<file path="src/rtl/hazard_pkg.sv">
// Shared encodings for the hazard sequencer: forwarding selects, FSM states, stall lengths.
package hazard_pkg;

  localparam logic [2:0] FWD_REG = 3'd0;
  localparam logic [2:0] FWD_WB  = 3'd1;
  localparam logic [2:0] FWD_MEM = 3'd2;

  localparam logic [1:0] STALL_NONE  = 2'd0;
  localparam logic [1:0] STALL_SHORT = 2'd1;
  localparam logic [1:0] STALL_LONG  = 2'd2;

  typedef enum logic {
    RUN   = 1'b0,
    STALL = 1'b1
  } state_e;

  // $0 is hardwired, so a write to it never creates a dependency.
  function automatic logic reg_match(input logic we, input logic [4:0] dst, input logic [4:0] src);
    return we && (dst != 5'd0) && (dst == src);
  endfunction

endpackage

</file>
<file path="src/rtl/hazard_ctrl_forward_unit.sv">
// ALU operand forwarding select for both EX sources; purely combinational, zero latency.
module forward_unit
  import hazard_pkg::*;
(
  input  logic [4:0] ex_rs,
  input  logic [4:0] ex_rt,
  input  logic [4:0] mem_write_reg,
  input  logic       mem_reg_write,
  input  logic [4:0] wb_write_reg,
  input  logic       wb_reg_write,
  output logic [2:0] forward_a,
  output logic [2:0] forward_b
);

  // MEM holds the younger result, so it wins over WB.
  always_comb begin
    forward_a = FWD_REG;
    forward_b = FWD_REG;
    if (reg_match(mem_reg_write, mem_write_reg, ex_rs))     forward_a = FWD_MEM;
    else if (reg_match(wb_reg_write, wb_write_reg, ex_rs))  forward_a = FWD_WB;
    if (reg_match(mem_reg_write, mem_write_reg, ex_rt))     forward_b = FWD_MEM;
    else if (reg_match(wb_reg_write, wb_write_reg, ex_rt))  forward_b = FWD_WB;
  end

endmodule

</file>
<file path="src/rtl/hazard_ctrl.sv">
// Hazard/control-flow sequencer: Mealy stall and flush outputs, counted multi-cycle stalls.
// Optional HAZARD_PERF_CNT_EN adds free-running stall and flush event counters.
module hazard_ctrl
  import hazard_pkg::*;
#(
  parameter int STALL_CW = 2
) (
  input  logic        clk,
  input  logic        rst,
  input  logic [31:0] ID_INS,
  input  logic        id_branch,
  input  logic        id_jump,
  input  logic        id_uses_rt,
  input  logic        regs_equal,
  input  logic [4:0]  EX_rs,
  input  logic [4:0]  EX_rt,
  input  logic [4:0]  EX_writeReg,
  input  logic        EX_regWrite,
  input  logic        EX_memRead,
  input  logic [4:0]  MEM_writeReg,
  input  logic        MEM_regWrite,
  input  logic        MEM_memRead,
  input  logic [4:0]  WB_writeReg,
  input  logic        WB_regWrite,
  output logic        pcWrite,
  output logic        ifidWrite,
  output logic        stall_needed,
  output logic        ifidFlush,
  output logic        pcSrc,
  output logic        jORb,
  output logic [2:0]  forwardA,
  output logic [2:0]  forwardB
`ifdef HAZARD_PERF_CNT_EN
  ,
  output logic [31:0] stall_cycles,
  output logic [31:0] flush_count
`endif
);

  logic [4:0] id_rs, id_rt;
  logic       unused_ins;
  assign id_rs      = ID_INS[25:21];
  assign id_rt      = ID_INS[20:16];
  assign unused_ins = ^{ID_INS[31:26], ID_INS[15:0]};

  logic ex_match, mem_match;
  assign ex_match  = reg_match(EX_regWrite, EX_writeReg, id_rs) ||
                     (id_uses_rt && reg_match(EX_regWrite, EX_writeReg, id_rt));
  assign mem_match = reg_match(MEM_regWrite, MEM_writeReg, id_rs) ||
                     (id_uses_rt && reg_match(MEM_regWrite, MEM_writeReg, id_rt));

  logic [1:0] stall_len;
  always_comb begin
    stall_len = STALL_NONE;
    if (id_branch && EX_memRead && ex_match)
      stall_len = STALL_LONG;
    else if ((EX_memRead && ex_match) ||
             (id_branch && !EX_memRead && ex_match) ||
             (id_branch && MEM_memRead && mem_match))
      stall_len = STALL_SHORT;
  end

  state_e              state_q, state_d;
  logic [STALL_CW-1:0] cnt_q, cnt_d;
  logic                stall;

  always_comb begin
    state_d = state_q;
    cnt_d   = cnt_q;
    stall   = 1'b0;
    case (state_q)
      RUN: begin
        if (stall_len != STALL_NONE) begin
          stall = 1'b1;
          if (stall_len == STALL_LONG) begin
            state_d = STALL;
            cnt_d   = STALL_CW'(STALL_LONG - STALL_SHORT);
          end
        end
      end
      STALL: begin
        stall = 1'b1;
        cnt_d = cnt_q - STALL_CW'(1);
        if (cnt_d == '0) state_d = RUN;
      end
      default: state_d = RUN;
    endcase
  end

  always_ff @(posedge clk) begin
    if (rst) begin
      state_q <= RUN;
      cnt_q   <= '0;
    end else begin
      state_q <= state_d;
      cnt_q   <= cnt_d;
    end
  end

  // A stalled branch must not redirect; it re-resolves once the operand is ready.
  always_comb begin
    pcWrite      = !stall;
    ifidWrite    = !stall;
    stall_needed = stall;
    ifidFlush    = 1'b0;
    pcSrc        = 1'b1;
    jORb         = 1'b1;
    if (!stall) begin
      if (id_jump) begin
        pcSrc     = 1'b0;
        jORb      = 1'b0;
        ifidFlush = 1'b1;
      end else if (id_branch && regs_equal) begin
        pcSrc     = 1'b0;
        ifidFlush = 1'b1;
      end
    end
  end

  forward_unit u_fwd (
    .ex_rs         (EX_rs),
    .ex_rt         (EX_rt),
    .mem_write_reg (MEM_writeReg),
    .mem_reg_write (MEM_regWrite),
    .wb_write_reg  (WB_writeReg),
    .wb_reg_write  (WB_regWrite),
    .forward_a     (forwardA),
    .forward_b     (forwardB)
  );

`ifdef HAZARD_PERF_CNT_EN
  logic [31:0] stall_cycles_q, stall_cycles_d;
  logic [31:0] flush_count_q, flush_count_d;

  always_comb begin
    stall_cycles_d = stall_cycles_q + {31'd0, stall_needed};
    flush_count_d  = flush_count_q + {31'd0, ifidFlush};
  end

  always_ff @(posedge clk) begin
    if (rst) begin
      stall_cycles_q <= '0;
      flush_count_q  <= '0;
    end else begin
      stall_cycles_q <= stall_cycles_d;
      flush_count_q  <= flush_count_d;
    end
  end

  assign stall_cycles = stall_cycles_q;
  assign flush_count  = flush_count_q;
`else
  // No event counters in this build.
`endif

endmodule

</file>
<file path="config.mk">
export PLATFORM = sky130hd
export DESIGN_NAME = hazard_ctrl
export DESIGN_NICKNAME = d
export VERILOG_FILES = /design/src/rtl/hazard_pkg.sv /design/src/rtl/hazard_ctrl_forward_unit.sv /design/src/rtl/hazard_ctrl.sv
export SDC_FILE = /design/constraint.sdc
export NUM_CORES = 1
export LEC_CHECK = 0
export ABC_AREA = 1
export BUFFER_PORTS_ARGS = -buffer_cell sky130_fd_sc_hd__buf_4
export CAP_MARGIN = 40
export CORE_MARGIN = 2
export CORE_UTILIZATION = 35
export CTS_BUF_LIST = sky130_fd_sc_hd__clkbuf_8 sky130_fd_sc_hd__clkbuf_16
export DETAILED_ROUTE_END_ITERATION = 8
export PLACE_DENSITY_LB_ADDON = 0.05
export SETUP_SLACK_MARGIN = 0.02
export SYNTH_ARGS = -nofsm -noshare
export SYNTH_HDL_FRONTEND = slang
export SYNTH_HIERARCHICAL = 1
export SYNTH_SLANG_ARGS = --single-unit
</file>
<file path="constraint.sdc">
create_clock -name clk -period 1.15 [get_ports clk]
set_input_delay 0.23 -clock clk [delete_from_list [all_inputs] [get_ports clk]]
set_output_delay 0.23 -clock clk [all_outputs]
set_load 0.01 [all_outputs]
</file>
==> flow_metrics.py, run 1 <==
metrics = {
    "synth": {
        "syn_area_um2": 953.4,
        "synth_most_common_cell": "nand2_1",
        "synth_ff_type": "dfxtp_1",
        "synth_cell_types": 24,
        "synth_async_sr_flop_share_pct": 0,
        "synth-seq-cells": 3,
        "ys_seq_area_share_pct": 6.299,
        "synthTopCellsByCount": "nand2_1, inv_1, nor2_1",
        "synthCells": 194,
        "synth_warnings": 6,
        "syn_area_per_cell_um2": 4.915,
        "synth_top_area_cell": "nand2_1",
        "synth_edf_count": 0,
        "yosys-top-cells-area": "nand2_1, inv_1, nor2_1",
        "yosys.area.top_type_share_pct": 29.13,
    },
    "drt": {
        "via_count": 1336,
        "wl_per_cell_um": 9.497,
        "first_pass_iters": 4,
        "ant_nets": 0,
        "drc_errors": 0,
        "viasPerCell": 4.514,
        "drt_iter0_markers": 27,
        "wirelength_um": 2811,
    },
    "floorplanning": {
        "die_area_um2": 3157,
        "initial_core_util_pct": 37.80,
        "core-area_um2": 2522,
        "die_x_um": 56.19,
        "core.rowCount": 18,
        "die_y_um": 56.19,
        "ios": 80,
    },
    "clock_network": {
        "clkSlewWorstSetupHoldPaths_ps": 30,
        "cts.sink_count": 3,
        "clock_path_buffers": 2,
        "root_buffer": "clkbuf_8",
        "cts_tree": "yes",
        "htree_num_levels": 1,
        "insertion_delay_ps": 220,
        "hold_buffers": 0,
        "numCtsBuffers": 3,
    },
    "layout": {
        "stdcell_count": 296,
        "drive_above_1_share_pct": 45.11,
        "layout.nets": 336,
        "antennaDiodeCount": 0,
        "fillers": 243,
        "syn_to_final_growth_pct": 82.41,
    },
    "grt": {
        "grt_max_degree": 6,
        "use_met2_pct": 28.24,
        "grt_pass1_vias": 1115,
        "antenna_found_initial": 0,
        "met1_usage_pct": 24.03,
        "grt_usage_pct": 16.96,
        "grt_first_pass_wirelength_um": 4526,
        "busiest_layer": "met2",
        "met3_usage_pct": 2.558,
        "globalRouteOverflowTotal": 0,
    },
    "critical_path": {
        "critPathLaunchType": "input pin",
        "crit_path_max_fanout": 5,
        "crit_path_end_kind": "output pin",
        "worstPathArrival_ps": 1200,
        "path_class": "input pin to output pin",
        "required_ps": 920,
    },
    "timing": {
        "drv_slew": 0,
        "period_share_pct": 124.5,
        "min_period_ps": 1432,
        "fin_ws_ps": -281.9,
        "rsz0062_at_grt": "yes",
        "fmax_ghz": 0.6984,
        "holdWs_ps": 184.4,
        "hold_violations": 0,
        "skew_ps": 1.905,
        "setup_viol": 13,
    },
    "power_and_ir_drop": {
        "total_power_uw": 958.5,
        "peakVddDrop_v": 0.0006874,
        "p_leak_nw": 0.9951,
        "power_density_nw_per_um2": 551.1,
    },
    "run_status": {
        "status": "finished, violations left",
        "failed_checks": "setup timing",
    },
    "hold_path": {
        "hold_path.class": "input pin to register",
    },
    "place": {
        "io_buffers": 55,
        "gp_congestion": 0.7762,
        "dp_cells": 288,
        "pre_cts_slack_ps": -313.3,
        "dpl.hpwl_um": 2310,
    },
    "job": {
        "drv_cap": 0,
    },
}
-- through the flow --
stage / TNS (ps) / area (um^2) / utilization [%]
6_report: -2060 / 1739 / 68.95
5_1_grt: -3208 / 1739 / 68.95
4_1_cts: -1956 / 1649 / 65.38
3_5_place_dp: -2533 / 1503 / 59.57
3_3_place_gp: -2467 / 1503 / 59.57
2_1_floorplan: -172.8 / 996.0 / -
-- timing repair --
action / 4_1_cts / 5_1_grt
setup endpoints to repair: 10 / 13
pin swaps: 21 / 13
hold endpoints to repair: 0 / 0
resized for setup: 24 / 29
setup buffers: 4 / 0
-- path summary, 6_finish.rpt --
check	slack, ps	from	cells past startpoint	to
setup reg to reg	270	cnt_q[1]	4	cnt_q[1]
hold reg to reg	480	cnt_q[1]	2	cnt_q[1]
hold / removal	180	rst	2	cnt_q[1]
setup / recovery	-280	MEM_writeReg[3]	11	jORb
-- registers in the layout, summed over array words and instances, names as in the netlist --
name / count
cnt_q: 2
state_q: 1
-- placed cells by master, fill, tap and decap left out, types with 3 or more instances in the layout --
cell type  count
inv_2         11
xnor2_1       10
xor2_1         4
inv_4          7
nand2_1       64
dfxtp_1        3
nor2_2         4
nor2_1        23
buf_4         52
nand4_1        6
buf_6         12
nand2_2       12
clkbuf_8       3
nand3_1        7
buf_8          5
inv_1         20
-- routing by layer --
| metal | share of wire [%] | wire length [um] |
|---|---|---|
| met5 | 0 | 0 |
| met4 | 0.071 | 2 |
| met3 | 5.5 | 154 |
| met2 | 47 | 1315 |
| met1 | 48 | 1338 |
-- where the power goes --
| part | switching [mW] | total (mW) | internal (mW) |
|---|---|---|---|
| Sequential | 0.00142 | 0.108 | 0.107 |
| Clock | 0.0735 | 0.301 | 0.228 |
| Combinational | 0.253 | 0.549 | 0.296 |
| Total | 0.328 | 0.958 | 0.630 |
-- cell type report --
class                      instances  area, um^2  area share, %
clock buffer                       3       41.29          2.374
inverter                          39       176.4          10.14
clock inverter                     1       3.754         0.2158
sequential                         3       60.06          3.453
timing repair buffer              70       620.6          35.68
tap                               30       37.54          2.158
multi-input combinational        150       799.5          45.97
-- critical path: stages --
cell and delay (ps):
buf_8 90, inv_1 50, o21ai_1 140, nor2_1 80, nand3_1 80, nand2_1 80
nand2_2 80, nand2_2 70, nor2_4 120, nand2_1 80, buf_6 120
-- cell families (layout without fill, tap and decap cells) --
| kind of cell | Yosys count | in the layout | synth area share [%] |
|---|---|---|---|
| buffers and inverters | 42 | 113 | 17.72 |
| and+or+nand+nor | 122 | 122 | 53.41 |
| DFF | 3 | 3 | 6.299 |
| AOI/OAI and AO/OA | 11 | 11 | 8.004 |
| xor gates and xnor gates | 14 | 14 | 12.86 |
| adders and majority gates | 1 | 1 | 1.312 |
| other | 1 | 2 | 0.3933 |
Power figures use the tool's default switching activity.
==> run 2: changes to the inputs <==
Settings changed: REMOVE_ABC_BUFFERS set to 1.
==> run 2 against run 1 <==
Net effect:
- sequential share of layout area is essentially flat
- setup slack gained 13 ps
- worst hold slack gained 9.0 ps
- the flow still finishes with violations (setup timing)
- largest power group unchanged
- largest cell class unchanged
- maximum frequency grew 0.90%
- non-clock buffer count shrank 2
- clock-buffer cell count is the same
==> flow_metrics.py, run 2 (synthesis results as in run 1) <==
metrics = {
    "floorplanning": {
        "die_x_um": 56.19,
        "ios": 80,
        "core.rowCount": 18,
        "die_area_um2": 3157,
        "initial_core_util_pct": 37.80,
        "core-area_um2": 2522,
        "die_y_um": 56.19,
    },
    "critical_path": {
        "path_cells": "buf_6 -> inv_2 -> o22ai_2 -> nor2_1 -> nand3_1 -> nand2_1 -> nand2_2 -> nand2_2 -> nor2_4 -> nand2_2 -> buf_6",
        "critical-path-top-delay-family": "simple AND/OR/NAND/NOR gates",
        "path_buf_inv": 3,
        "cpMostUsedCell": "nand2_2",
        "crit_path_end_kind": "output pin",
        "reg2reg_to": "cnt_q[0]",
        "required_ps": 920,
        "reg2regPathDepth": 4,
        "crit_path_max_fanout": 4,
        "slowest_delay_ps": 150,
        "rr_startpoint": "state_q",
        "worstPathArrival_ps": 1190,
        "critPathLaunchType": "input pin",
        "path_class": "input pin to output pin",
        "cp_slowest_cell": "o22ai_2",
        "rrSetupSlack_ps": 230,
    },
    "timing": {
        "setup_tns_ps": -2548,
        "fmax_ghz": 0.7047,
        "period_share_pct": 123.4,
        "drv_slew": 0,
        "min_period_ps": 1419,
        "skew_ps": 3.377,
        "rsz0062_at_grt": "yes",
        "setup_viol": 13,
        "fin_ws_ps": -269.1,
        "hold_violations": 0,
    },
    "drt": {
        "ant_nets": 0,
        "first_pass_iters": 4,
        "wirelength_um": 2905,
        "drc_errors": 0,
        "viasPerCell": 4.514,
        "via_count": 1327,
        "wl_per_cell_um": 9.881,
        "drt_iter0_markers": 37,
    },
    "power_and_ir_drop": {
        "peakVddDrop_v": 0.001043,
        "p_leak_nw": 0.9921,
        "total_power_uw": 968.7,
        "power_density_nw_per_um2": 549.1,
    },
    "place": {
        "dpl.hpwl_um": 2259,
        "io_buffers": 55,
        "gp_congestion": 0.8045,
    },
    "hold_path": {
        "hold-path-cell-count": 2,
        "min_to": "cnt_q[1]",
        "hold_path.class": "input pin to register",
        "min_from": "rst",
    },
    "layout": {
        "syn_to_final_growth_pct": 85.04,
        "layout.nets": 334,
        "top_regs": "cnt_q (2), state_q (1)",
        "final_common_cell": "nand2_1",
        "antennaDiodeCount": 0,
        "fillers": 235,
        "drive_above_1_share_pct": 48.48,
        "top_register": "cnt_q",
        "largest_reg_flops": 2,
        "final_cell_mix": "nand2_1, buf_4, inv_1, nand2_2, nor2_1",
    },
    "grt": {
        "antenna_found_initial": 0,
        "grt_first_pass_wirelength_um": 5016,
        "grt_pass1_vias": 1224,
        "grt_usage_pct": 19.05,
        "grt_max_degree": 6,
        "globalRouteOverflowTotal": 0,
    },
    "clock_network": {
        "numCtsBuffers": 3,
        "root_buffer": "clkbuf_8",
        "clock_path_buffers": 2,
        "insertion_delay_ps": 210,
        "htree_num_levels": 1,
        "cts.sink_count": 3,
        "hold_buffers": 0,
        "cts_tree": "yes",
        "clkSlewWorstSetupHoldPaths_ps": 30,
    },
    "run_status": {
        "status": "finished, violations left",
        "failed_checks": "setup timing",
    },
    "job": {
        "drv_cap": 0,
    },
}
## run 2: cell count changes in the layout (fill, tap and decap cells not counted), moves of 2 or more
cell | previous run | this run
nor2_2 | 4 | 6
nor2_1 | 23 | 21
buf_8 | 5 | 8
inv_1 | 20 | 22
buf_4 | 52 | 45
nand2_2 | 12 | 22
nand2_1 | 64 | 54
buf_6 | 12 | 15
## run 2: worst max-delay path by stage
stage,startpoint,cells after the start,slack [ps],endpoint
after floorplan,ID_INS[20],10,-170,jORb
after global placement,MEM_writeReg[3],10,-360,jORb
after detailed placement,MEM_writeReg[3],10,-360,pcSrc
after CTS,EX_writeReg[0],10,-310,pcSrc
after global routing,EX_writeReg[0],10,-370,pcSrc
final,MEM_writeReg[1],11,-270,pcSrc
## run 2: final cells by class
cell class              count  area (um^2)  share of cell area (%)
clock inverters             1        3.754                  0.2128
repair buffers             68        626.9                   35.53
flip-flops and latches      3        60.06                   3.404
inverters                  39        163.9                   9.291
multi-input cells         150        830.8                   47.09
well taps                  30        37.54                   2.128
clock buffers               3        41.29                   2.340
## run 2: where the power goes
group          internal (mW)  switching (mW)
Clock                  0.227          0.0668
Combinational          0.306           0.260
Sequential             0.107         0.00215
Total                  0.639           0.329
## run 2: routing by layer
| layer | track usage, % | vias up | wire length, um |
|---|---|---|---|
| met1 | 24.97 | 554 | 1278 |
| met4 | 4.762 | 0 | 65 |
| met2 | 32.44 | 45 | 1399 |
| li1 | - | 720 | - |
| met3 | 2.791 | 8 | 163 |
| met5 | 0 | - | 0 |
## run 2: worst register-to-register path: cells and delay by family, from the launching register on
family / cells / cell delay [ps]
buffers and inverters: 2 / 220
and+or+nand+nor: 1 / 70
AOI/OAI and AO/OA: 1 / 150
DFF: 1 / 370
## run 2: timing repair
action | 4_1_cts | 5_1_grt
pin swaps | 35 | 25
buffers inserted | 6 | 1
endpoints found under the setup margin | 10 | 13
resized for setup | 53 | 31
## run 2: stage by stage
stage | instances | instance area (um^2) | util, % | hold slack [ps] | setup WS, ps
finish | 294 | 1764 | 69.94 | 193.4 | -269.1
global route | 294 | 1764 | 69.94 | 193.5 | -367.8
CTS | 294 | 1664 | 65.97 | 186.0 | -307.9
detailed placement | 284 | 1438 | 56.99 | 408.3 | -362.9
global placement | 284 | 1438 | 56.99 | 413.1 | -360.9
floorplan | 192 | 934.6 | - | 299.1 | -173.6
